[src/rtl/sevenseg_scan_driver.sv]
`timescale 1ns/1ps
// sevenseg_scan_driver
// Time-multiplexed driver for NUM_DIGITS common-anode seven-segment digits.
// Display values are captured into shadow registers on Load and scanned one
// digit per refresh slot. Each slot starts with GUARD dark cycles so the
// previous digit's segments never ghost onto the next anode. Supports
// per-digit enable, decimal point, blink and leading-zero blanking.
// Every output is registered. LIT values are frozen for the rest of the slot.
module sevenseg_scan_driver #(
  parameter int NUM_DIGITS   = 4,
  parameter int REFRESH_DIV  = 100000,
  parameter int GUARD        = 2,
  parameter int BLINK_FRAMES = 64
) (
  input  logic                          Clock,
  input  logic                          Reset,
  input  logic                          Load,
  input  logic [4*NUM_DIGITS-1:0]       HexVals,
  input  logic [NUM_DIGITS-1:0]         DigitEn,
  input  logic [NUM_DIGITS-1:0]         DpIn,
  input  logic [NUM_DIGITS-1:0]         BlinkEn,
  input  logic                          BlankLeadZeros,
  output logic [0:6]                    Seg,
  output logic                          Dp,
  output logic [NUM_DIGITS-1:0]         An,
  output logic [$clog2(NUM_DIGITS)-1:0] DigitIdx
);

  localparam int IDX_W = $clog2(NUM_DIGITS);
  localparam int REF_W = $clog2(REFRESH_DIV);
  localparam int FRM_W = (BLINK_FRAMES > 1) ? $clog2(BLINK_FRAMES) : 1;

  localparam logic [REF_W-1:0] REF_LAST  = REF_W'(REFRESH_DIV - 1);
  localparam logic [REF_W-1:0] LIT_ENTRY = REF_W'(GUARD - 1);
  localparam logic [IDX_W-1:0] IDX_LAST  = IDX_W'(NUM_DIGITS - 1);
  localparam logic [FRM_W-1:0] FRM_LAST  = FRM_W'(BLINK_FRAMES - 1);
  localparam logic [0:6]       SEG_OFF   = 7'b1111111;

  // Active-low a..g pattern for one hex nibble; index 0 of the result is segment a.
  function automatic logic [0:6] hex_to_seg(input logic [3:0] nib);
    logic [0:6] s;
    case (nib)
      4'h0:    s = 7'b0000001;
      4'h1:    s = 7'b1001111;
      4'h2:    s = 7'b0010010;
      4'h3:    s = 7'b0000110;
      4'h4:    s = 7'b1001100;
      4'h5:    s = 7'b0100100;
      4'h6:    s = 7'b0100000;
      4'h7:    s = 7'b0001111;
      4'h8:    s = 7'b0000000;
      4'h9:    s = 7'b0000100;
      4'hA:    s = 7'b0001000;
      4'hB:    s = 7'b1100000;
      4'hC:    s = 7'b0110001;
      4'hD:    s = 7'b1000010;
      4'hE:    s = 7'b0110000;
      default: s = 7'b0111000;
    endcase
    return s;
  endfunction

  // Shadow copies of the display inputs
  logic [4*NUM_DIGITS-1:0] sh_hex;
  logic [NUM_DIGITS-1:0]   sh_en;
  logic [NUM_DIGITS-1:0]   sh_dp;
  logic [NUM_DIGITS-1:0]   sh_blink;
  logic                    sh_blz;

  // Scan state
  logic [REF_W-1:0] ref_cnt;
  logic [FRM_W-1:0] frame_cnt;
  logic             blink_phase;

  // Slot/frame strobes
  logic at_wrap;
  logic at_lit_entry;
  logic frame_done;

  // Values as they will stand after this edge (Load bypasses the shadows)
  logic [4*NUM_DIGITS-1:0] eff_hex;
  logic [NUM_DIGITS-1:0]   eff_en;
  logic [NUM_DIGITS-1:0]   eff_dp;
  logic [NUM_DIGITS-1:0]   eff_blink;
  logic                    eff_blz;

  // Leading-zero analysis and current-digit selection
  logic                  zero_run;
  logic [NUM_DIGITS-1:0] lead_blank;
  logic [3:0]            cur_nib;
  logic                  cur_en;
  logic                  cur_dp;
  logic                  cur_blink;
  logic                  cur_blank;

  // Next LIT output values for the current digit
  logic [NUM_DIGITS-1:0] lit_an;
  logic [0:6]            lit_seg;
  logic                  lit_dp;

  assign at_wrap      = (ref_cnt == REF_LAST);
  assign at_lit_entry = (ref_cnt == LIT_ENTRY);
  assign frame_done   = at_wrap && (DigitIdx == IDX_LAST);

  // Capture the display inputs whenever Load is high.
  always_ff @(posedge Clock or posedge Reset) begin
    if (Reset) begin
      sh_hex   <= '0;
      sh_en    <= '0;
      sh_dp    <= '0;
      sh_blink <= '0;
      sh_blz   <= 1'b0;
    end else if (Load) begin
      sh_hex   <= HexVals;
      sh_en    <= DigitEn;
      sh_dp    <= DpIn;
      sh_blink <= BlinkEn;
      sh_blz   <= BlankLeadZeros;
    end
  end

  // Refresh counter: one slot per REFRESH_DIV cycles.
  always_ff @(posedge Clock or posedge Reset) begin
    if (Reset) begin
      ref_cnt <= '0;
    end else if (at_wrap) begin
      ref_cnt <= '0;
    end else begin
      ref_cnt <= ref_cnt + 1'b1;
    end
  end

  // Digit index advances at each slot wrap, returning to 0 after the last digit.
  always_ff @(posedge Clock or posedge Reset) begin
    if (Reset) begin
      DigitIdx <= '0;
    end else if (at_wrap) begin
      if (DigitIdx == IDX_LAST) begin
        DigitIdx <= '0;
      end else begin
        DigitIdx <= DigitIdx + 1'b1;
      end
    end
  end

  // Count completed frames; flip the blink phase every BLINK_FRAMES frames.
  always_ff @(posedge Clock or posedge Reset) begin
    if (Reset) begin
      frame_cnt   <= '0;
      blink_phase <= 1'b0;
    end else if (frame_done) begin
      if (frame_cnt == FRM_LAST) begin
        frame_cnt   <= '0;
        blink_phase <= ~blink_phase;
      end else begin
        frame_cnt <= frame_cnt + 1'b1;
      end
    end
  end

  // A Load on the LIT-entry edge must show in this slot, so bypass the shadows.
  always_comb begin
    eff_hex   = Load ? HexVals        : sh_hex;
    eff_en    = Load ? DigitEn        : sh_en;
    eff_dp    = Load ? DpIn           : sh_dp;
    eff_blink = Load ? BlinkEn        : sh_blink;
    eff_blz   = Load ? BlankLeadZeros : sh_blz;
  end

  // Walk from the most significant digit down; a digit is a leading zero while
  // it and every digit above it are zero. Digit 0 always shows.
  always_comb begin
    zero_run   = 1'b1;
    lead_blank = '0;
    for (int i = NUM_DIGITS - 1; i >= 0; i--) begin
      zero_run      = zero_run && (eff_hex[4*i +: 4] == 4'h0);
      lead_blank[i] = eff_blz && zero_run && (i > 0);
    end
  end

  // Pick out the attributes of the digit being scanned.
  always_comb begin
    cur_nib   = '0;
    cur_en    = 1'b0;
    cur_dp    = 1'b0;
    cur_blink = 1'b0;
    cur_blank = 1'b0;
    for (int i = 0; i < NUM_DIGITS; i++) begin
      if (DigitIdx == IDX_W'(i)) begin
        cur_nib   = eff_hex[4*i +: 4];
        cur_en    = eff_en[i];
        cur_dp    = eff_dp[i];
        cur_blink = eff_blink[i];
        cur_blank = lead_blank[i];
      end
    end
  end

  // Build the LIT outputs; a disabled or blinked-off digit stays dark.
  always_comb begin
    lit_an  = '1;
    lit_seg = SEG_OFF;
    lit_dp  = 1'b1;
    if (cur_en && !(cur_blink && blink_phase)) begin
      lit_an  = ~(NUM_DIGITS'(1) << DigitIdx);
      lit_seg = cur_blank ? SEG_OFF : hex_to_seg(cur_nib);
      lit_dp  = ~cur_dp;
    end
  end

  // Registered pins: dark on the slot wrap, loaded on LIT entry, held otherwise.
  always_ff @(posedge Clock or posedge Reset) begin
    if (Reset) begin
      An  <= '1;
      Seg <= SEG_OFF;
      Dp  <= 1'b1;
    end else if (at_wrap) begin
      An  <= '1;
      Seg <= SEG_OFF;
      Dp  <= 1'b1;
    end else if (at_lit_entry) begin
      An  <= lit_an;
      Seg <= lit_seg;
      Dp  <= lit_dp;
    end
  end

endmodule

[config.mk]
export PLATFORM = sky130hd
export DESIGN_NAME = sevenseg_scan_driver
export DESIGN_NICKNAME = d
export VERILOG_FILES = /design/src/rtl/sevenseg_scan_driver.sv
export SDC_FILE = /design/constraint.sdc
export NUM_CORES = 1
export LEC_CHECK = 0
export BUFFER_PORTS_ARGS = -buffer_cell sky130_fd_sc_hd__buf_2
export CORE_AREA = 2 2 82 84
export DETAILED_ROUTE_END_ITERATION = 12
export DIE_AREA = 0 0 84 86
export PLACE_DENSITY = 0.74
export SKIP_LAST_GASP = 1
export SLEW_MARGIN = 20
export SYNTH_ARGS = -nofsm -noshare
export SYNTH_HDL_FRONTEND = slang
export SYNTH_SLANG_ARGS = --single-unit
[constraint.sdc]
create_clock -name Clock -period 3.5 [get_ports Clock]
set_clock_uncertainty 0.05 [all_clocks]
set_input_delay 0.875 -clock Clock [delete_from_list [all_inputs] [get_ports Clock]]
set_output_delay 0.875 -clock Clock [all_outputs]
set_load 0.01 [all_outputs]
==> flow_summary.yaml <==
synthesis:
  postSynthCellCount: 308
  ys_seq_elements: 67
  synth_top_family_by_area: "simple AND/OR/NAND/NOR gates"
  synth_area_mm2: 0.00341
  synth_edf_count: 0
  synth_nets: 352
  avgSynthCellArea_um2: 11.1
  synth-xor-area-share_pct: 4.63
  synth-compound-area-share_pct: 9.47
  yosysWarnings: 0
  yosys.area_share.simple_pct: 16.0
  synthMuxAreaShare_pct: 12.4
  ys_seq_area_share_pct: 49.7
  synth_cell_types: 50
  synth_ff_type: "dfrtp_1"
  ys_async_sr_fraction_pct: 100
  synthAdderAreaFrac_pct: 4.41
drt:
  dr.pass1.iters: 4
  vias_per_cell: 5.68
  drt_iter0_drc: 97
  wl_per_cell_um: 15.9
  wirelength_um: 6930
  via_count: 2483
  ant_nets: 0
  drc: 0
timing:
  tightest_slew_ns: 0.825
  rsz0062_at_grt: "false"
  fin_crit_ns: 3.00
  setup_violations: 0
  post-route-period-util_pct: 85.6
  maxSlewHeadroom_pct: 45.0
  hold_viol: 0
  fmax_mhz: 334
  slew_viol_final: 0
  fin_setup_tns_ns: 0
die:
  core_mm2: 0.00628
  rows: 29
  die_y_um: 86
  dieArea_mm2: 0.00722
  initial_utilization_pct: 54.3
  ios: 46
  fp.dieW_um: 84
place:
  numPortBuffers: 45
  dp_hpwl_um: 4970
  gp_congestion: 0.817
global_routing:
  met1_usage_pct: 27.8
  grt_pass1_vias: 2596
  grt_util_met3_pct: 6.16
  grt_start_max_net_pins: 68
  top_usage_layer: "met2"
  grt-ovfl-total: 0
  antenna_found_initial: 0
  grt_usage_pct: 21.2
  grt_first_pass_wirelength_um: 12100
  use_met2_pct: 34.0
cts:
  cts_made_buffers: 9
  htreeDepth: 3
  cts-resized-gates: 0
  clock_sinks: 67
  clk_latency_ns: 0.35
  postCtsSetupRepairBufs: 0
  clock-root-buffer: "clkbuf_8"
  hold_buffers: 0
  cts_tree: "built"
  path_clk_slew_ns: 0.08
  clock_path_buffers: 2
power:
  powerDensity_mw_per_mm2: 431
  ir_drop_v: 0.000291
  total_power_w: 0.00167
  p_leak_nw: 1.76
min_path:
  hp-class: "reg2reg"
  worstHoldPathCells: 2
cells_and_area:
  regArea_mm2: 0.00169
  multi_input_area_mm2: 0.00160
  drive_above_1_share_pct: 31.1
  layout_common_cells: "dfrtp_1, buf_2, nor2_1, mux2_2, nand2_1"
  fill_cells: 527
  antennaDiodeCount: 0
  fin_nets: 399
  syn2layout_area_growth_pct: 13.9
  final_common_cell: "dfrtp_1"
run_status:
  status: "completed"
critical_path:
  crit_arrival_ns: 3.22
  path_class: "reg2reg"
  cp-start-kind: "register"
  r2r_cells: 11
  cp-end-kind: "register"
  crit_fanout: 11
  required_ns: 3.73
run:
  drv_cap: 0
==> worst paths after layout <==
check,start,endpoint,slack (ns)
setup / recovery,DigitIdx[1]$_DFFE_PP0P_,Seg[3]$_DFFE_PP1P_,0.50
hold / removal,sh_blz$_DFF_PP0_,sh_blz$_DFF_PP0_,0.44
setup reg to reg,DigitIdx[1]$_DFFE_PP0P_,Seg[3]$_DFFE_PP1P_,0.50
hold reg to reg,sh_blz$_DFF_PP0_,sh_blz$_DFF_PP0_,0.44
max in group asynchronous,Reset,frame_cnt[1]$_DFFE_PP0P_,2.15
min in group asynchronous,Reset,frame_cnt[5]$_DFFE_PP0P_,0.72
==> metal layers <==
metal | wire (µm) | up-vias
met5 | 0 | -
met4 | 71 | 0
met3 | 326 | 8
met2 | 3250 | 53
met1 | 3280 | 1222
li1 | - | 1200
==> cells in the mapped netlist (all sizes together), types with 2 or more instances <==
cell | instances | area, µm²
mux2i | 5 | 50.1
a311oi | 2 | 17.5
and2 | 2 | 12.5
xor2 | 6 | 52.6
buf | 7 | 53.8
nand4 | 7 | 43.8
nor4 | 5 | 37.5
o21ai | 7 | 35.0
clkbuf | 7 | 26.3
a31oi | 5 | 31.3
a21oi | 10 | 53.8
and3 | 8 | 50.1
or4 | 2 | 15.0
xnor2 | 12 | 105
a221oi | 4 | 35.0
nor2 | 33 | 124
ha | 12 | 150
or3 | 3 | 18.8
a221o | 2 | 20.0
o31ai | 4 | 35.0
inv | 10 | 37.5
nand2 | 23 | 86.3
and4 | 2 | 17.5
nor4b | 2 | 32.5
dfstp | 12 | 315
dfrtp | 55 | 1380
mux2 | 32 | 372
nand3 | 10 | 50.1
nor3 | 3 | 15.0
o22ai | 2 | 12.5
nor2b | 2 | 12.5
==> cell families (layout without fill, tap and decap cells) <==
logic type / Yosys count / count (layout)
muxes: 37 / 37
adders and majority gates: 12 / 12
buffers and inverters: 24 / 76
xor gates and xnor gates: 18 / 18
and+or+nand+nor: 106 / 106
AOI/OAI and AO/OA: 44 / 44
DFF: 67 / 67
==> metrics by stage <==
stage | setup slack [ns] | util, % | instances | hold WS, ns | cell area, µm²
floorplan | 0.621 | - | 308 | 0.398 | 3410
CTS | 0.534 | 61.8 | 437 | 0.436 | 3880
global placement | 0.304 | 58.7 | 421 | 0.421 | 3690
global route | 0.283 | 61.8 | 437 | 0.445 | 3880
detailed placement | 0.222 | 58.7 | 421 | 0.425 | 3690
finish | 0.504 | 61.8 | 437 | 0.441 | 3880
==> flip-flops by register name (all words and copies together), names as in the netlist, 4 cells and up <==
name / cells
frame_cnt: 6
sh_en: 4
sh_hex: 16
sh_dp: 4
sh_blink: 4
ref_cnt: 17
Seg: 7
An: 4
==> power by group <==
group / internal (W) / switching [W] / total, W
clock network: 0.000345 / 0.000287 / 0.000632
logic: 0.0000913 / 0.000105 / 0.000197
registers: 0.000826 / 0.0000173 / 0.000844
total: 0.00126 / 0.000410 / 0.00167
==> area by class of cell <==
| class | count | share of cell area, % |
|---|---|---|
| Timing Repair Buffer | 50 | 6.77 |
| Multi-Input combinational cell | 217 | 41.2 |
| Tap cell | 77 | 2.48 |
| Clock buffer | 11 | 3.64 |
| Sequential cell | 67 | 43.6 |
| Inverter | 10 | 0.967 |
| Clock inverter | 5 | 1.35 |
==> critical path, stage by stage (launching register included) <==
cell and delay (ns):
dfrtp_1 0.42, inv_1 0.10, ha_1 0.33, nor2b_1 0.40, a221oi_1 0.18, o31ai_2 0.42, inv_1 0.16, ha_1 0.31
inv_1 0.08, mux2i_1 0.07, mux2_4 0.28, a21oi_2 0.13
(Power assumes the default switching activity.)
